==> src/rtl/unstacker.sv <==
// Unstacker: splits 128-bit frame-buffer read chunks into a 1-pixel/cycle AXI-Stream, LSB byte first.
// Optional build macro UNSTACKER_TKEEP_EN adds a per-byte chunk_tkeep mask that skips unkept bytes.
module unstacker #(
  parameter int PIXEL_W      = 8,
  parameter int CHUNK_PIXELS = 16
) (
  input  logic                              clk_in,
  input  logic                              rst_in,
  input  logic                              chunk_tvalid,
  output logic                              chunk_tready,
  input  logic [PIXEL_W*CHUNK_PIXELS-1:0]   chunk_tdata,
  input  logic                              chunk_tlast,
`ifdef UNSTACKER_TKEEP_EN
  input  logic [CHUNK_PIXELS-1:0]           chunk_tkeep,
`endif
  output logic                              pixel_tvalid,
  input  logic                              pixel_tready,
  output logic [PIXEL_W-1:0]                pixel_tdata,
  output logic                              pixel_tlast
);

  localparam int CHUNK_W = PIXEL_W * CHUNK_PIXELS;
  localparam int IDX_W   = $clog2(CHUNK_PIXELS);

  logic [CHUNK_W-1:0] act_data, pend_data;
  logic               act_last, pend_last;
  logic               act_valid, pend_valid;
  logic [IDX_W-1:0]   idx;

  logic               accept, xfer, last_pix, act_free, pend_valid_next;
  logic               in_ok;
  logic [IDX_W-1:0]   idx_step, idx_first_in, idx_first_pend;

`ifdef UNSTACKER_TKEEP_EN
  logic [CHUNK_PIXELS-1:0] act_keep, pend_keep, keep_above;

  function automatic logic [IDX_W-1:0] low_bit(input logic [CHUNK_PIXELS-1:0] m);
    low_bit = '0;
    for (int i = CHUNK_PIXELS - 1; i >= 0; i--)
      if (m[i]) low_bit = IDX_W'(i);
  endfunction

  // Kept bytes strictly above the current index decide both the next index and end-of-chunk.
  always_comb begin
    keep_above     = act_keep & ({{(CHUNK_PIXELS-1){1'b1}}, 1'b0} << idx);
    last_pix       = ~|keep_above;
    idx_step       = low_bit(keep_above);
    idx_first_in   = low_bit(chunk_tkeep);
    idx_first_pend = low_bit(pend_keep);
    in_ok          = |chunk_tkeep;
  end
`else
  always_comb begin
    last_pix       = (idx == IDX_W'(CHUNK_PIXELS - 1));
    idx_step       = idx + IDX_W'(1);
    idx_first_in   = '0;
    idx_first_pend = '0;
    in_ok          = 1'b1;
  end
`endif

  // chunk_tready mirrors an empty pending slot, so an accept always finds pending free.
  always_comb begin
    accept          = chunk_tvalid && chunk_tready;
    xfer            = act_valid && pixel_tready;
    act_free        = !act_valid || (xfer && last_pix);
    pend_valid_next = act_free ? 1'b0 : (pend_valid || (accept && in_ok));
  end

  always_ff @(posedge clk_in or negedge rst_in) begin
    if (!rst_in) begin
      chunk_tready <= 1'b0;
      act_data     <= '0;
      act_last     <= 1'b0;
      act_valid    <= 1'b0;
      pend_data    <= '0;
      pend_last    <= 1'b0;
      pend_valid   <= 1'b0;
      idx          <= '0;
`ifdef UNSTACKER_TKEEP_EN
      act_keep     <= '0;
      pend_keep    <= '0;
`endif
    end else begin
      chunk_tready <= !pend_valid_next;
      pend_valid   <= pend_valid_next;
      if (act_free) begin
        if (pend_valid) begin
          act_data  <= pend_data;
          act_last  <= pend_last;
          act_valid <= 1'b1;
          idx       <= idx_first_pend;
`ifdef UNSTACKER_TKEEP_EN
          act_keep  <= pend_keep;
`endif
        end else if (accept && in_ok) begin
          act_data  <= chunk_tdata;
          act_last  <= chunk_tlast;
          act_valid <= 1'b1;
          idx       <= idx_first_in;
`ifdef UNSTACKER_TKEEP_EN
          act_keep  <= chunk_tkeep;
`endif
        end else begin
          act_valid <= 1'b0;
          idx       <= '0;
        end
      end else begin
        if (xfer) idx <= idx_step;
        if (accept && in_ok) begin
          pend_data <= chunk_tdata;
          pend_last <= chunk_tlast;
`ifdef UNSTACKER_TKEEP_EN
          pend_keep <= chunk_tkeep;
`endif
        end
      end
    end
  end

  always_comb begin
    pixel_tvalid = act_valid;
    pixel_tdata  = act_data[idx*PIXEL_W +: PIXEL_W];
    pixel_tlast  = act_valid && act_last && last_pix;
  end

endmodule

==> config.mk <==
export PLATFORM = sky130hd
export DESIGN_NAME = unstacker
export DESIGN_NICKNAME = d
export VERILOG_FILES = /design/src/rtl/unstacker.sv
export SDC_FILE = /design/constraint.sdc
export NUM_CORES = 1
export LEC_CHECK = 0
export CORE_MARGIN = 2
export CORE_UTILIZATION = 45
export DETAILED_ROUTE_END_ITERATION = 8
export PLACE_DENSITY = 0.67
export SYNTH_ARGS = -nofsm -noshare
export SYNTH_HDL_FRONTEND = slang
export SYNTH_SLANG_ARGS = --single-unit
==> constraint.sdc <==
create_clock -name clk_in -period 2.16 [get_ports clk_in]
set_input_delay 0.324 -clock clk_in [delete_from_list [all_inputs] [get_ports clk_in]]
set_output_delay 0.324 -clock clk_in [all_outputs]
set_load 0.005 [all_outputs]
==> qor.yml, run 1 <==
hpwl_mm: 20.5
layout_setup_ws_ns: -0.463
cp.required_ns: 1.84
syn2layout_area_growth_pct: 40.9
grt_max_degree: 97
drt_iter0_markers: 646
drive_above_1_share_pct: 38.5
wl_mm: 35.0
fin_hold_ws_ns: 0.336
syn_area_um2: 12100
dieArea_um2: 28300
worstReg2RegEnd: "pend_data[35]"
slew_violations: 0
setup_viol: 267
design_area_um2: 17100
grt_pass1_wl_mm: 46.7
path_delay_family: "multiplexers"
clkTransAtPathRegs_ns: 0.07
avgViaCountPerCell: 5.71
cts_root_buffer: "clkbuf_16"
r2r_start: "idx[0]"
placed_area_um2: 14200
cp-startpoint: "idx[0]"
routedWlPerCell_um: 22.8
die_w_um: 168
ios: 144
status: "finished, violations left"
critPathCaptureType: "output pin"
yosysUniqueCellTypes: 31
total_power_mw: 24.5
crit_slowest_cell: "mux4_1"
hold_viol_final: 0
antenna_found_initial: 2
p_leak_nw: 7.73
ys_seq_elements: 265
r2r_slack_ns: -0.27
synthMuxAreaShare_pct: 29.5
fin_cells: 1533
syn_nets: 1081
path_class: "reg2out"
rsz0062_at_grt: "true"
fin_nets: 1308
worstMarginPinSlew_ns: 0.511
powerDensity_nw_per_um2: 1440
arrival_ns: 2.30
rows: 60
ys_warn_count: 0
dp.cells: 1413
coreArea_um2: 26700
htree_levels: 1
insertion_delay_ns: 0.54
cts_made_buffers: 27
period_share_pct: 121
ctsLongestPathBuffers: 3
die_y_um: 168
fin_tns_setup_ns: -56.29
synthCells: 947
syn_area_per_cell_um2: 12.8
post-route-drc-count: 0
first_pass_iters: 4
synth_top_family_by_area: "multiplexers"
min_path_type: "in2async"
maxCapViolCount: 0
start_util_pct: 45.3
clock_sinks: 265
gp_congestion: 0.846
io_buffers: 143
cts_tree: "yes"
layout_commonest_cell: "dfrtp_1"
ant_nets: 0
max_stage_delay_ns: 0.58
period_minus_slack_ns: 2.62
cp_num_buf_inv: 3
track_usage_pct: 21.2
synthSimpleGateAreaFrac_pct: 5.15
fmax_ghz: 0.381
vias: 8757
grt_overflow: 0
peakVddDrop_v: 0.000671
violations: "setup timing"
final_cell_mix: "dfrtp_1 (263), mux2i_1 (137), clkdlybuf4s50_1 (133), mux2_2 (128), a21oi_1 (100)"
yosysSeqAreaShare_pct: 54.7
slew_headroom_pct: 65.9
synth_xor_area_share_pct: 0.0723
grt_pass1_vias: 8184
crit_fanout: 5
clock-skew-final_ns: 0.0127
path_cells: "buf_6, buf_8, mux4_1, a211oi_2, a21oi_2, buf_2"
rr_worst_depth: 13
synth_compound_area_share_pct: 6.62
critPathLaunchType: "flop"
synth_fa_ha_area_share_pct: 0.103
[Yosys cell counts]
library cell  number  share of area (%)
mux2_1             1              0.093
nand3_1            2              0.083
and2_1             2               0.10
nand4_1            2               0.10
a211oi_1           6               0.37
buf_4             13               0.81
a22oi_1            2               0.12
buf_6             13                1.2
nand2_1            6               0.19
o21ai_0            3               0.12
mux2i_1          142                 12
mux2_2           128                 12
nand4_2            1               0.10
buf_2             35                1.4
dfrtp_1          265                 55
ha_1               1               0.10
clkbuf_1           7               0.22
a21oi_2            1              0.072
clkbuf_2           1              0.041
mux4_1             7                1.5
a21oi_1          137                5.7
mux4_2            23                4.3
xnor2_1            1              0.072
inv_1              1              0.031
nand2b_1           1              0.052
buf_1              2              0.062
or2_2              1              0.052
nor2b_1            8               0.41
nor2_1           131                4.1
a32oi_1            2               0.14
a21boi_0           2               0.12
[flip-flops by register name, indices dropped and copies added, names as in the netlist]
name and count:
chunk_tready 1, idx 4, pend_data 128, act_last 1, pend_last 1, pixel_tvalid 1, act_data 128, pend_valid 1
[power breakdown]
part / switching (mW) / internal [mW] / leakage, nW / total, mW
Combinational: 4.55 / 5.60 / 4.18 / 10.1
Clock: 1.97 / 2.90 / 0.459 / 4.88
Sequential: 2.01 / 7.51 / 3.09 / 9.52
Total: 8.53 / 16.0 / 7.73 / 24.5
[worst reg2reg max path, delay by kind of cell (launching register included)]
kind	cells	cell delay (ns)
mux	1	0.28
flops	1	0.45
simple gates	2	0.18
buf+inv	9	1.23
fa+ha+maj	1	0.17
[kinds of logic after synthesis]
kind of cell             after synthesis
AO/OA/AOI/OAI                        153
multiplexers                         301
AND/OR/NAND/NOR                      154
flip-flops                           265
adder cells (fa/ha/maj)                1
XOR/XNOR                               1
buffers and inverters                 72
[per-stage QoR]
stage                     setup slack [ns]  utilization [%]
after floorplan                      0.332                -
after global placement              -0.326             53.0
after detailed placement            -0.366             53.0
after CTS                           -0.449             57.9
after global routing                -0.534             63.9
final                               -0.463             63.9
[what timing repair did]
item,in CTS,in global routing
hold buffers,1,0
hold endpoints to repair,53,0
setup buffers,15,16
cloned,5,41
pin swaps,18,11
resized for setup,94,175
endpoints found under the setup margin,10,257
[final cells by class]
class	count	area, um2
Antenna cell	1	2.50
Inverter	1	3.75
Sequential cell	265	6640
Fill cell	1925	9650
Clock buffer	37	793
Tap cell	341	427
Multi-Input combinational cell	610	5570
Clock inverter	9	124
Timing Repair Buffer	269	3520
[worst max path at each step]
stage,to,cells after the start
final,pixel_tdata[0],6
after global routing,pixel_tdata[2],7
after CTS,pixel_tdata[6],7
after detailed placement,pixel_tdata[6],6
after global placement,pixel_tdata[6],6
after floorplan,pixel_tdata[2],5
[routing by layer]
metal | GRT usage [%] | share of wire [%] | up-vias
li1 | - | - | 3851
met1 | 30.5 | 43 | 4515
met2 | 33.8 | 48 | 317
met3 | 3.62 | 6.6 | 72
met4 | 5.17 | 2.6 | 2
met5 | 0 | 0.037 | -
Note: power is estimated with default switching activity, not from simulation.
==> run 2: changes to the inputs <==
Settings changed: GPL_ROUTABILITY_DRIVEN set to 0.
==> results of run 2 <==
The final DEF is identical to that of run 1; final timing and power are the same.
==> run 3: changes to the inputs <==
Settings changed: SKIP_LAST_GASP set to 1.
==> run 3 against run 2 <==
Effect of this change:
- the run still ends with setup timing left
- clock-buffer cell count unchanged
- utilization decreased by 2.6 points
- worst hold slack lost 0.0064 ns
- fmax rose by 0.81%
- design area shrank 4.1%
- setup slack better by 0.021 ns
- clock power down 0.8%
- die area unchanged
- largest power group unchanged
==> qor.yml, run 3 (same netlist as run 1, synthesis figures left out) <==
grt_max_degree: 97
fin_cells: 1521
critPathCaptureType: "output pin"
period_minus_slack_ns: 2.60
maxCapViolCount: 0
r2r_slack_ns: -0.23
ctsLongestPathBuffers: 3
critPathLaunchType: "flop"
syn2layout_area_growth_pct: 35.1
ant_nets: 0
multi_input_area_um2: 5170
routedWlPerCell_um: 22.2
grt_overflow: 0
final_cell_mix: "dfrtp_1 (263), mux2i_1 (138), clkdlybuf4s50_1 (133), nor2_1 (130), a21oi_1 (130)"
clock-skew-final_ns: 0.0125
post-route-drc-count: 0
antenna_found_initial: 0
violations: "setup timing"
insertion_delay_ns: 0.54
die_w_um: 168
swShare_pct: 34.0
top_regs: "act_data (128), pend_data (128), idx (4)"
drt_iter0_markers: 626
cts_tree: "yes"
avgViaCountPerCell: 5.63
dieArea_um2: 28300
cp.required_ns: 1.84
worstReg2RegEnd: "act_data[100]"
wl_mm: 33.8
rsz0062_at_grt: "true"
fmax_ghz: 0.384
arrival_ns: 2.28
p_leak_nw: 7.54
ios: 144
setup_viol: 208
grt_pass1_vias: 8167
io_buffers: 143
hpwl_mm: 20.5
layout_setup_ws_ns: -0.442
crit_fanout: 5
path_class: "reg2out"
slew_headroom_pct: 66.4
htree_levels: 1
first_pass_iters: 6
place_worst_setup_slack_ns: -0.366
cts_root_buffer: "clkbuf_16"
placed_area_um2: 14200
status: "finished, violations left"
coreArea_um2: 26700
power.share.clock_pct: 20.5
fin_util_pct: 61.2
period_share_pct: 120
dp.cells: 1413
rr_worst_depth: 14
seq_power_share_pct: 39.5
cts_made_buffers: 27
die_y_um: 168
min_path_type: "in2async"
layout_commonest_cell: "dfrtp_1"
fin_hold_ws_ns: 0.330
peakVddDrop_v: 0.000669
powerDensity_nw_per_um2: 1440
p_int_mw: 15.6
total_power_mw: 23.6
slew_violations: 0
hold_viol_final: 0
seq_area_um2: 6640
antennaDiodeCount: 0
drive_above_1_share_pct: 30.5
power_frac_comb_pct: 40.0
track_usage_pct: 21.2
nFillCells: 2072
grt_pass1_wl_mm: 46.6
clkTransAtPathRegs_ns: 0.07
rows: 60
fin_tns_setup_ns: -19.80
worstMarginPinSlew_ns: 0.504
design_area_um2: 16400
vias: 8557
clock_sinks: 265
p_sw_mw: 8.01
r2r_start: "idx[0]"
fin_nets: 1297
start_util_pct: 45.3
[run 3: cell count changes in the layout (fill, tap and decap cells not counted), sizes merged]
cell    previous run  this run
buf              105       101
clkbuf            67        60
diode              1         0
[run 3: worst max path at each step]
stage | slack, ns | to | from
after floorplan | 0.33 | pixel_tdata[2] | idx[0]
after global placement | -0.33 | pixel_tdata[6] | idx[0]
after detailed placement | -0.37 | pixel_tdata[6] | idx[0]
after CTS | -0.45 | pixel_tdata[6] | idx[0]
after global routing | -0.50 | pixel_tdata[2] | idx[0]
final | -0.44 | pixel_tdata[0] | idx[0]
[run 3: metal layers]
layer,vias up,routed length [um],track usage [%]
met2,291,16300,33.8
met5,-,0,0
met3,50,2060,3.43
li1,3826,-,-
met1,4390,14700,30.6
met4,0,739,5.17
[run 3: power groups by stage]
stage | clock, mW | sequential (mW) | combinational [mW]
finish | 4.84 | 9.32 | 9.43
global route | 5.14 | 9.54 | 10.2
CTS | 4.90 | 9.22 | 8.72
detailed placement | 0 | 9.26 | 8.39
global placement | 0 | 9.22 | 8.18
floorplan | 0 | 8.43 | 6.08
[run 3: worst max-delay path, cell delays in order, from the launching register on]
cell,delay [ns]
dfrtp_2,0.41
buf_6,0.14
buf_8,0.12
mux4_1,0.58
a211oi_2,0.27
a21oi_2,0.07
buf_2,0.14
[run 3: area by class of cell]
class / count / area share, %
sequential: 265 / 40.5
multi-input combinational: 610 / 31.6
timing repair buffer: 258 / 19.6
clock buffer: 37 / 4.85
tap: 341 / 2.61
clock inverter: 9 / 0.757
inverter: 1 / 0.0229
[run 3: what timing repair did]
item	in CTS	in global routing
endpoints found under the setup margin	10	260
gates cloned	5	29
hold buffers	1	0
pin swaps	18	6
hold endpoints to repair	53	0
setup buffers	15	16
resized for setup	83	49
